$ cat config.mk
export PLATFORM = sky130hd
export DESIGN_NAME = proc_sequencer_flat
export DESIGN_NICKNAME = d
export VERILOG_FILES = /design/src/rtl/proc_sequencer_pkg.sv /design/src/rtl/proc_sequencer_if.sv /design/src/rtl/proc_sequencer_seq_run_ctrl.sv /design/src/rtl/proc_sequencer.sv /design/src/flat_wrapper.sv
export SDC_FILE = /design/constraint.sdc
export NUM_CORES = 1
export LEC_CHECK = 0
export ABC_AREA = 1
export CAP_MARGIN = 15
export CORE_ASPECT_RATIO = 0.75
export CORE_UTILIZATION = 40
export CTS_CLUSTER_SIZE = 30
export DETAILED_ROUTE_END_ITERATION = 8
export HOLD_SLACK_MARGIN = 0.02
export PLACE_DENSITY = 0.76
export RECOVER_POWER = 50
export SYNTH_ARGS = -nofsm -noshare
export SYNTH_HDL_FRONTEND = slang
export SYNTH_HIERARCHICAL = 1
export SYNTH_SLANG_ARGS = --single-unit
$ cat constraint.sdc
create_clock -name clk -period 1.35 [get_ports clk]
set_input_delay 0.405 -clock clk [delete_from_list [all_inputs] [get_ports clk]]
set_output_delay 0.405 -clock clk [all_outputs]
set_load 0.05 [all_outputs]
$ cat src/rtl/proc_sequencer_pkg.sv
// Shared ISA constants and sequencer state encoding for the 8-bit accumulator processor.
package proc_sequencer_pkg;

  localparam int unsigned INSTRUCTION_WIDTH = 8;
  localparam int unsigned OPCODE_BITS       = 3;

  localparam logic [OPCODE_BITS-1:0] OP_NOP = 3'd0;
  localparam logic [OPCODE_BITS-1:0] OP_LD  = 3'd1;
  localparam logic [OPCODE_BITS-1:0] OP_ST  = 3'd2;
  localparam logic [OPCODE_BITS-1:0] OP_ADD = 3'd3;
  localparam logic [OPCODE_BITS-1:0] OP_SUB = 3'd4;
  localparam logic [OPCODE_BITS-1:0] OP_JMP = 3'd5;
  localparam logic [OPCODE_BITS-1:0] OP_JC  = 3'd6;
  localparam logic [OPCODE_BITS-1:0] OP_HLT = 3'd7;

  typedef enum logic [2:0] {
    S_HALT   = 3'd0,
    S_FETCH  = 3'd1,
    S_DECODE = 3'd2,
    S_EXEC   = 3'd3,
    S_WB     = 3'd4
  } seq_state_e;

endpackage

$ cat src/rtl/proc_sequencer_if.sv
// Sequencer <-> ROM/ID/datapath bundle; master is the sequencer side.
interface proc_sequencer_if
  import proc_sequencer_pkg::*;
#(
  parameter int unsigned INSTR_WIDTH = INSTRUCTION_WIDTH,
  parameter int unsigned PC_WIDTH    = 5
);
  logic [INSTR_WIDTH-1:0] rom_data;
  logic                   id_ld_ce;
  logic                   id_st_ce;
  logic                   id_acc_ce;
  logic                   id_cy_ce;
  logic                   cy;
  logic [INSTR_WIDTH-1:0] instr;
  logic                   ld_ce;
  logic                   st_ce;
  logic                   acc_ce;
  logic                   cy_ce;
  logic                   pc_ce;
  logic                   pc_load;
  logic [PC_WIDTH-1:0]    pc_target;

  modport master (
    input  rom_data, id_ld_ce, id_st_ce, id_acc_ce, id_cy_ce, cy,
    output instr, ld_ce, st_ce, acc_ce, cy_ce, pc_ce, pc_load, pc_target
  );

  modport slave (
    output rom_data, id_ld_ce, id_st_ce, id_acc_ce, id_cy_ce, cy,
    input  instr, ld_ce, st_ce, acc_ce, cy_ce, pc_ce, pc_load, pc_target
  );
endinterface

$ cat src/rtl/proc_sequencer_seq_run_ctrl.sv
// Run/stop/single-step control: decides when to leave HALT and whether to chain the next instruction.
module seq_run_ctrl (
  input  logic clk,
  input  logic rst_n,
  input  logic start,
  input  logic stop,
  input  logic step,
  input  logic in_halt,
  input  logic in_wb,
  input  logic wb_hlt,
  output logic go,
  output logic cont,
  output logic run_mode,
  output logic stop_pend
);
  logic run_mode_q, run_mode_d;
  logic stop_pend_q, stop_pend_d;
  logic eff_stop;

  always_comb begin
    // A start seen while running cancels an earlier stop, but a same-cycle stop still wins.
    eff_stop    = stop | (stop_pend_q & ~start);
    go          = in_halt & (step | (start & ~stop));
    cont        = in_wb & run_mode_q & ~eff_stop & ~wb_hlt;
    run_mode_d  = run_mode_q;
    stop_pend_d = stop_pend_q;
    if (in_halt) begin
      run_mode_d  = start & ~stop;
      stop_pend_d = 1'b0;
    end else if (in_wb) begin
      run_mode_d  = cont;
      stop_pend_d = 1'b0;
    end else if (stop) begin
      stop_pend_d = 1'b1;
    end else if (start) begin
      stop_pend_d = 1'b0;
    end
  end

  always_ff @(posedge clk or negedge rst_n) begin
    if (!rst_n) begin
      run_mode_q  <= 1'b0;
      stop_pend_q <= 1'b0;
    end else begin
      run_mode_q  <= run_mode_d;
      stop_pend_q <= stop_pend_d;
    end
  end

  assign run_mode  = run_mode_q;
  assign stop_pend = stop_pend_q;
endmodule

$ cat src/rtl/proc_sequencer.sv
// Multi-cycle FETCH/DECODE/EXEC/WB control unit: owns the IR, phase-gates ID enables, steers the PC.
module proc_sequencer
  import proc_sequencer_pkg::*;
#(
  parameter int unsigned INSTR_WIDTH  = INSTRUCTION_WIDTH,
  parameter int unsigned OPCODE_WIDTH = OPCODE_BITS,
  parameter int unsigned PC_WIDTH     = 5,
  parameter int unsigned CNT_WIDTH    = 16
) (
  input  logic                 clk,
  input  logic                 rst_n,
  input  logic                 start,
  input  logic                 stop,
  input  logic                 step,
  proc_sequencer_if.master     bus,
  output logic                 halted,
  output logic [2:0]           state,
  output logic [CNT_WIDTH-1:0] retired
);
  seq_state_e             state_q, state_d;
  logic [INSTR_WIDTH-1:0] ir_q, ir_d;
  logic [CNT_WIDTH-1:0]   retired_q, retired_d;
  logic [OPCODE_WIDTH-1:0] opcode;
  logic go, cont, run_mode, stop_pend;

  assign opcode = ir_q[INSTR_WIDTH-1 -: OPCODE_WIDTH];

  seq_run_ctrl u_run_ctrl (
    .clk       (clk),
    .rst_n     (rst_n),
    .start     (start),
    .stop      (stop),
    .step      (step),
    .in_halt   (state_q == S_HALT),
    .in_wb     (state_q == S_WB),
    .wb_hlt    (opcode == OPCODE_WIDTH'(OP_HLT)),
    .go        (go),
    .cont      (cont),
    .run_mode  (run_mode),
    .stop_pend (stop_pend)
  );

  always_comb begin
    state_d   = state_q;
    ir_d      = ir_q;
    retired_d = retired_q;
    case (state_q)
      S_HALT:   if (go) state_d = S_FETCH;
      S_FETCH: begin
        ir_d    = bus.rom_data;
        state_d = S_DECODE;
      end
      S_DECODE: state_d = S_EXEC;
      S_EXEC:   state_d = S_WB;
      S_WB: begin
        retired_d = retired_q + CNT_WIDTH'(1);
        state_d   = cont ? S_FETCH : S_HALT;
      end
      default:  state_d = S_HALT;
    endcase
  end

  always_ff @(posedge clk or negedge rst_n) begin
    if (!rst_n) begin
      state_q   <= S_HALT;
      ir_q      <= '0;
      retired_q <= '0;
    end else begin
      state_q   <= state_d;
      ir_q      <= ir_d;
      retired_q <= retired_d;
    end
  end

  // Enables are gated purely by phase so each instruction gets exactly one write window.
  always_comb begin
    bus.ld_ce   = 1'b0;
    bus.acc_ce  = 1'b0;
    bus.cy_ce   = 1'b0;
    bus.st_ce   = 1'b0;
    bus.pc_ce   = 1'b0;
    bus.pc_load = 1'b0;
    case (state_q)
      S_EXEC: begin
        bus.ld_ce  = bus.id_ld_ce;
        bus.acc_ce = bus.id_acc_ce;
        bus.cy_ce  = bus.id_cy_ce;
      end
      S_WB: begin
        bus.st_ce   = bus.id_st_ce;
        bus.pc_ce   = 1'b1;
        bus.pc_load = (opcode == OPCODE_WIDTH'(OP_JMP)) |
                      ((opcode == OPCODE_WIDTH'(OP_JC)) & bus.cy);
      end
      default: ;
    endcase
  end

  assign bus.instr     = ir_q;
  assign bus.pc_target = ir_q[PC_WIDTH-1:0];
  assign halted        = (state_q == S_HALT);
  assign state         = state_q;
  assign retired       = retired_q;
endmodule

$ cat src/flat_wrapper.sv
// flat-port wrapper written by rule: the top's interface ports become plain ports
module proc_sequencer_flat import proc_sequencer_pkg::*;
#(
  parameter int unsigned INSTR_WIDTH  = INSTRUCTION_WIDTH,
  parameter int unsigned OPCODE_WIDTH = OPCODE_BITS,
  parameter int unsigned PC_WIDTH     = 5,
  parameter int unsigned CNT_WIDTH    = 16
)
  (clk, rst_n, start, stop, step, halted, state, retired, bus_rom_data, bus_id_ld_ce, bus_id_st_ce, bus_id_acc_ce, bus_id_cy_ce, bus_cy, bus_instr, bus_ld_ce, bus_st_ce, bus_acc_ce, bus_cy_ce, bus_pc_ce, bus_pc_load, bus_pc_target);
  proc_sequencer_if #(.INSTR_WIDTH(INSTR_WIDTH), .PC_WIDTH(PC_WIDTH)) bus_i ();
  input  logic clk;
  input  logic rst_n;
  input  logic start;
  input  logic stop;
  input  logic step;
  output logic halted;
  output logic [2:0] state;
  output logic [CNT_WIDTH-1:0] retired;
  input wire logic [$bits(bus_i.rom_data)-1:0] bus_rom_data;
  input wire logic [$bits(bus_i.id_ld_ce)-1:0] bus_id_ld_ce;
  input wire logic [$bits(bus_i.id_st_ce)-1:0] bus_id_st_ce;
  input wire logic [$bits(bus_i.id_acc_ce)-1:0] bus_id_acc_ce;
  input wire logic [$bits(bus_i.id_cy_ce)-1:0] bus_id_cy_ce;
  input wire logic [$bits(bus_i.cy)-1:0] bus_cy;
  output wire logic [$bits(bus_i.instr)-1:0] bus_instr;
  output wire logic [$bits(bus_i.ld_ce)-1:0] bus_ld_ce;
  output wire logic [$bits(bus_i.st_ce)-1:0] bus_st_ce;
  output wire logic [$bits(bus_i.acc_ce)-1:0] bus_acc_ce;
  output wire logic [$bits(bus_i.cy_ce)-1:0] bus_cy_ce;
  output wire logic [$bits(bus_i.pc_ce)-1:0] bus_pc_ce;
  output wire logic [$bits(bus_i.pc_load)-1:0] bus_pc_load;
  output wire logic [$bits(bus_i.pc_target)-1:0] bus_pc_target;
  assign bus_i.rom_data = bus_rom_data;
  assign bus_i.id_ld_ce = bus_id_ld_ce;
  assign bus_i.id_st_ce = bus_id_st_ce;
  assign bus_i.id_acc_ce = bus_id_acc_ce;
  assign bus_i.id_cy_ce = bus_id_cy_ce;
  assign bus_i.cy = bus_cy;
  assign bus_instr = bus_i.instr;
  assign bus_ld_ce = bus_i.ld_ce;
  assign bus_st_ce = bus_i.st_ce;
  assign bus_acc_ce = bus_i.acc_ce;
  assign bus_cy_ce = bus_i.cy_ce;
  assign bus_pc_ce = bus_i.pc_ce;
  assign bus_pc_load = bus_i.pc_load;
  assign bus_pc_target = bus_i.pc_target;
  proc_sequencer #(.INSTR_WIDTH(INSTR_WIDTH), .OPCODE_WIDTH(OPCODE_WIDTH), .PC_WIDTH(PC_WIDTH), .CNT_WIDTH(CNT_WIDTH)) u_core (.clk(clk), .rst_n(rst_n), .start(start), .stop(stop), .step(step), .bus(bus_i), .halted(halted), .state(state), .retired(retired));
endmodule
==> reports/metrics.sh <==
STATUS='finished with violations'
VIOLATIONS_IN_THE_FINAL_REPORTS='DRC, setup timing'
YOSYS_WARNINGS=6
LAYOUT_SETUP_WS_NS=-0.492
REG2REGPATHDEPTH=10
FINAL_NET_COUNT=294
CRIT_PATH_END_KIND='flip-flop'
MULTI_INPUT_COMB_AREA_UM2=826
UNREPAIRED_SETUP_ENDPOINTS_AFTER_GLOBAL_ROUTING='yes'
GRT_FIRST_PASS_WIRELENGTH_UM=6910
PIN_COUNT=57
NUM_VIAS=1628
CTS_INSERTED_BUFFERS=5
DRV_CAP=0
DRC=3
DRT-INITIAL-DRC-COUNT=92
CTS.CLK_SLEW.WORST_PATHS_NS=0.07
SYNTH_FLOP_CELL='sky130_fd_sc_hd__dfrtp_1'
SYNTH.MOST_COMMON_CELL='sky130_fd_sc_hd__nand2_1'
SYNTH_CELL_TYPES=22
SYNTHESIS_STAGE_REGISTER_BIT_COUNT=29
ACHIEVABLE-FREQUENCY_GHz=0.543
SYNTH_TOP_AREA_CELL='sky130_fd_sc_hd__dfrtp_1'
FP.DIEW_UM=73.4
FINAL.FILL_COUNT=192
DETAILED_ROUTE_VIAS_PER_INSTANCE=4.96
SYNTH-SEQ-AREA-SHARE_PCT=47.5
WIRE_PER_INST_UM=15.0
CELLS_ALONG_THE_CRITICAL_PATH='buf_4 -> inv_2 -> nand2_4 -> nor2_4 -> buf_6 -> nand2_1 -> nor2_2 -> and2_1 -> a21oi_1 -> nor3_1'
FIRSTDRTPASSITERS=9
START_UTIL_PCT=41.7
FINALINSTANCEAREA_UM2=3070
POSTSYNTHNETCOUNT=201
FIN_CRIT_SH_PCT=136
MIN_DELAY_PATH_DEPTH=1
CORE_UTILIZATION_OF_THE_FINISHED_LAYOUT_PCT=84.0
POWERDENSITY_nW_PER_UM2=2220
MAXSLEWVIOLCOUNT=0
SYNTH-EDFF-COUNT=0
POWER_W=0.00682
SYNTH.CELLS.MOST_FREQUENT='sky130_fd_sc_hd__nand2_1 (44), sky130_fd_sc_hd__dfrtp_1 (29), sky130_fd_sc_hd__inv_1 (26)'
DIE_AREA_UM2=4070
GRT_START_MAX_NET_PINS=30
DIE_Y_UM=55.5
WORSTPATHARRIVAL_NS=2.00
CELLS_TAKING_THE_MOST_AREA_AFTER_SYNTHESIS='sky130_fd_sc_hd__dfrtp_1 (48%), sky130_fd_sc_hd__nand2_1 (11%), sky130_fd_sc_hd__inv_1 (6.4%)'
DETAIL_ROUTE.WIRELENGTH_UM=4910
SETUP_VIOLATIONS=36
SLOWEST_DELAY_NS=0.43
SYN_AREA_PER_CELL_UM2=8.39
PLACED_AREA_UM2=2730
LAYOUT-DRIVE-GT1-SHARE_PCT=50.4
WORST_SLEW_SLACK_AS_A_FRACTION_OF_ITS_LIMIT_PCT=50.2
GLOBAL_ROUTE.USAGE.TOTAL_PCT=23.1
HPWL_REPORTED_AT_THE_END_OF_DETAILED_PLACEMENT_UM=3070
POSTROUTEANTENNANETS=0
CLOCK-SINKS=29
TIMING.HOLD.WORST.CLASS='flip-flop to flip-flop'
CLOCK_LATENCY_NS=0.28
LAYOUT.AREA.SEQ_UM2=744
INITIAL_ANTENNA_VIOLATION_COUNT=0
STATIC-LEAKAGE-POWER_nW=1.46
CLOCK_SKEW_NS=0.00758
FINALHOLDWORSTSLACK_NS=0.527
DATA_REQUIRED_TIME_AT_THE_WORST_ENDPOINT_NS=1.50
CTS_ROOT_BUF='sky130_fd_sc_hd__clkbuf_8'
ANTENNA_CELLS_INSERTED=0
GLOBAL_ROUTE.OVERFLOW_TOTAL=0
CRIT_FANOUT=3
TIMING.FINAL.CRIT_PERIOD_NS=1.84
STARTPOINT_TYPE='flip-flop'
IRDROPWORSTVDD_mV=1.68
CORE_AREA_UM2=3660
NETLIST_INSTANCES=182
CTS_TREE='yes'
SYNTH-ASYNC-RESET-RATIO_PCT=100
PLACE_CONGESTION=0.885
PORT_BUFFERS=56
CTS.PATH.MAX_BUFFERS=2
SYNTHESIS.AREA_UM2=1530
WORST-SETUP-PATH-TYPE='flip-flop to flip-flop'
WORST-SLEW-PIN-TRANSITION_NS=0.747
SYNTH_TOP_AREA_SHARE_PCT=47.5
CTS_HTREE_LEVELS=2
CORE.ROWCOUNT=19
CRIT_SLOWEST_CELL='sky130_fd_sc_hd__dfrtp_2'
GRT_PASS1_VIAS=1477
AREA_GROWTH_SYN_TO_LAYOUT_PCT=101
FINALHOLDVIOLCOUNT=0
## where the power goes
part / switching, W / total [W] / internal (W)
Sequential: 0.000378 / 0.00151 / 0.00113
Combinational: 0.00231 / 0.00462 / 0.00231
Clock: 0.000339 / 0.000696 / 0.000356
## cells in the final DEF (no fill, tap or decap), drive strengths merged
master,netlist,routed
nand2,49,49
and2,1,1
a21oi,3,3
nand3,8,8
clkdlybuf4s50,0,16
o21ai,1,1
xnor2,3,3
nor3,6,6
buf,5,73
nor2,29,29
ha,1,1
mux2,7,7
xor2,6,6
clkinv,0,2
dlygate4sd3,0,1
clkbuf,0,7
inv,27,27
nand4,7,7
dfrtp,29,29
## layer usage
| layer | GRT usage [%] | routed length (um) | vias to the layer above |
|---|---|---|---|
| li1 | - | - | 746 |
| met1 | 30.0 | 2060 | 806 |
| met2 | 36.2 | 2500 | 68 |
| met3 | 7.12 | 263 | 8 |
| met4 | 8.52 | 81 | 0 |
| met5 | 0 | 0 | - |
## kinds of logic after synthesis
logic type	count (synthesis)	share of synthesized area (%)
fa+ha+maj	1	0.819
flops	29	47.5
compound gates	4	1.31
xor+xnor	9	5.16
buf+inv	32	9.09
mux	7	5.16
simple gates	100	31.0
## final timing paths
check / start / end / slack, ns
worst max-delay path: u_core/state[1]$_DFFE_PN0P_ / u_core/state[0]$_DFFE_PN0P_ / -0.49
worst min-delay path: u_core/retired[5]$_DFFE_PN0N_ / u_core/retired[5]$_DFFE_PN0N_ / 0.53
worst max register to register: u_core/state[1]$_DFFE_PN0P_ / u_core/state[0]$_DFFE_PN0P_ / -0.49
worst min register to register: u_core/retired[5]$_DFFE_PN0N_ / u_core/retired[5]$_DFFE_PN0N_ / 0.53
max in group asynchronous: rst_n / u_core/state[2]$_DFFE_PN0P_ / 0.11
min in group asynchronous: rst_n / u_core/retired[6]$_DFFE_PN0N_ / 0.71
## registers in the layout (all words and copies together) (netlist names)
register,count
u_core/bus.instr,8
u_core/retired,16
u_core/state,3
u_core/u_run_ctrl/run_mode,1
u_core/u_run_ctrl/stop_pend,1
## final cells by class
class / count / area share (%)
clock buffer: 6 / 2.36
multi-input combinational: 121 / 26.9
sequential: 29 / 24.2
tap: 52 / 2.12
clock inverter: 2 / 0.326
inverter: 27 / 3.38
timing repair buffer: 91 / 40.7
## repair_timing
action | 4_1_cts | 5_1_grt
cloned | 0 | 0
setup endpoints to repair | 28 | 41
buffers inserted | 15 | 7
gates resized for setup | 20 | 22
pin swaps | 11 | 10
hold buffers | 0 | 0
## stage by stage
| stage | setup TNS, ns | setup WS, ns | instances |
|---|---|---|---|
| final | -6.58 | -0.492 | 328 |
| after global routing | -8.78 | -0.544 | 328 |
| after CTS | -3.95 | -0.390 | 322 |
| after detailed placement | -1.67 | -0.343 | 303 |
| after global placement | -1.44 | -0.312 | 303 |
| after floorplan | -2.59 | -0.362 | 182 |
## critical path, delay by kind of cell (launching register included)
kind / cells / cell delay [ns]
AOI/OAI and AO/OA: 1 / 0.08
DFF: 1 / 0.43
buffers and inverters: 3 / 0.35
and+or+nand+nor: 6 / 0.86
Note: power is estimated with default switching activity, not from simulation.
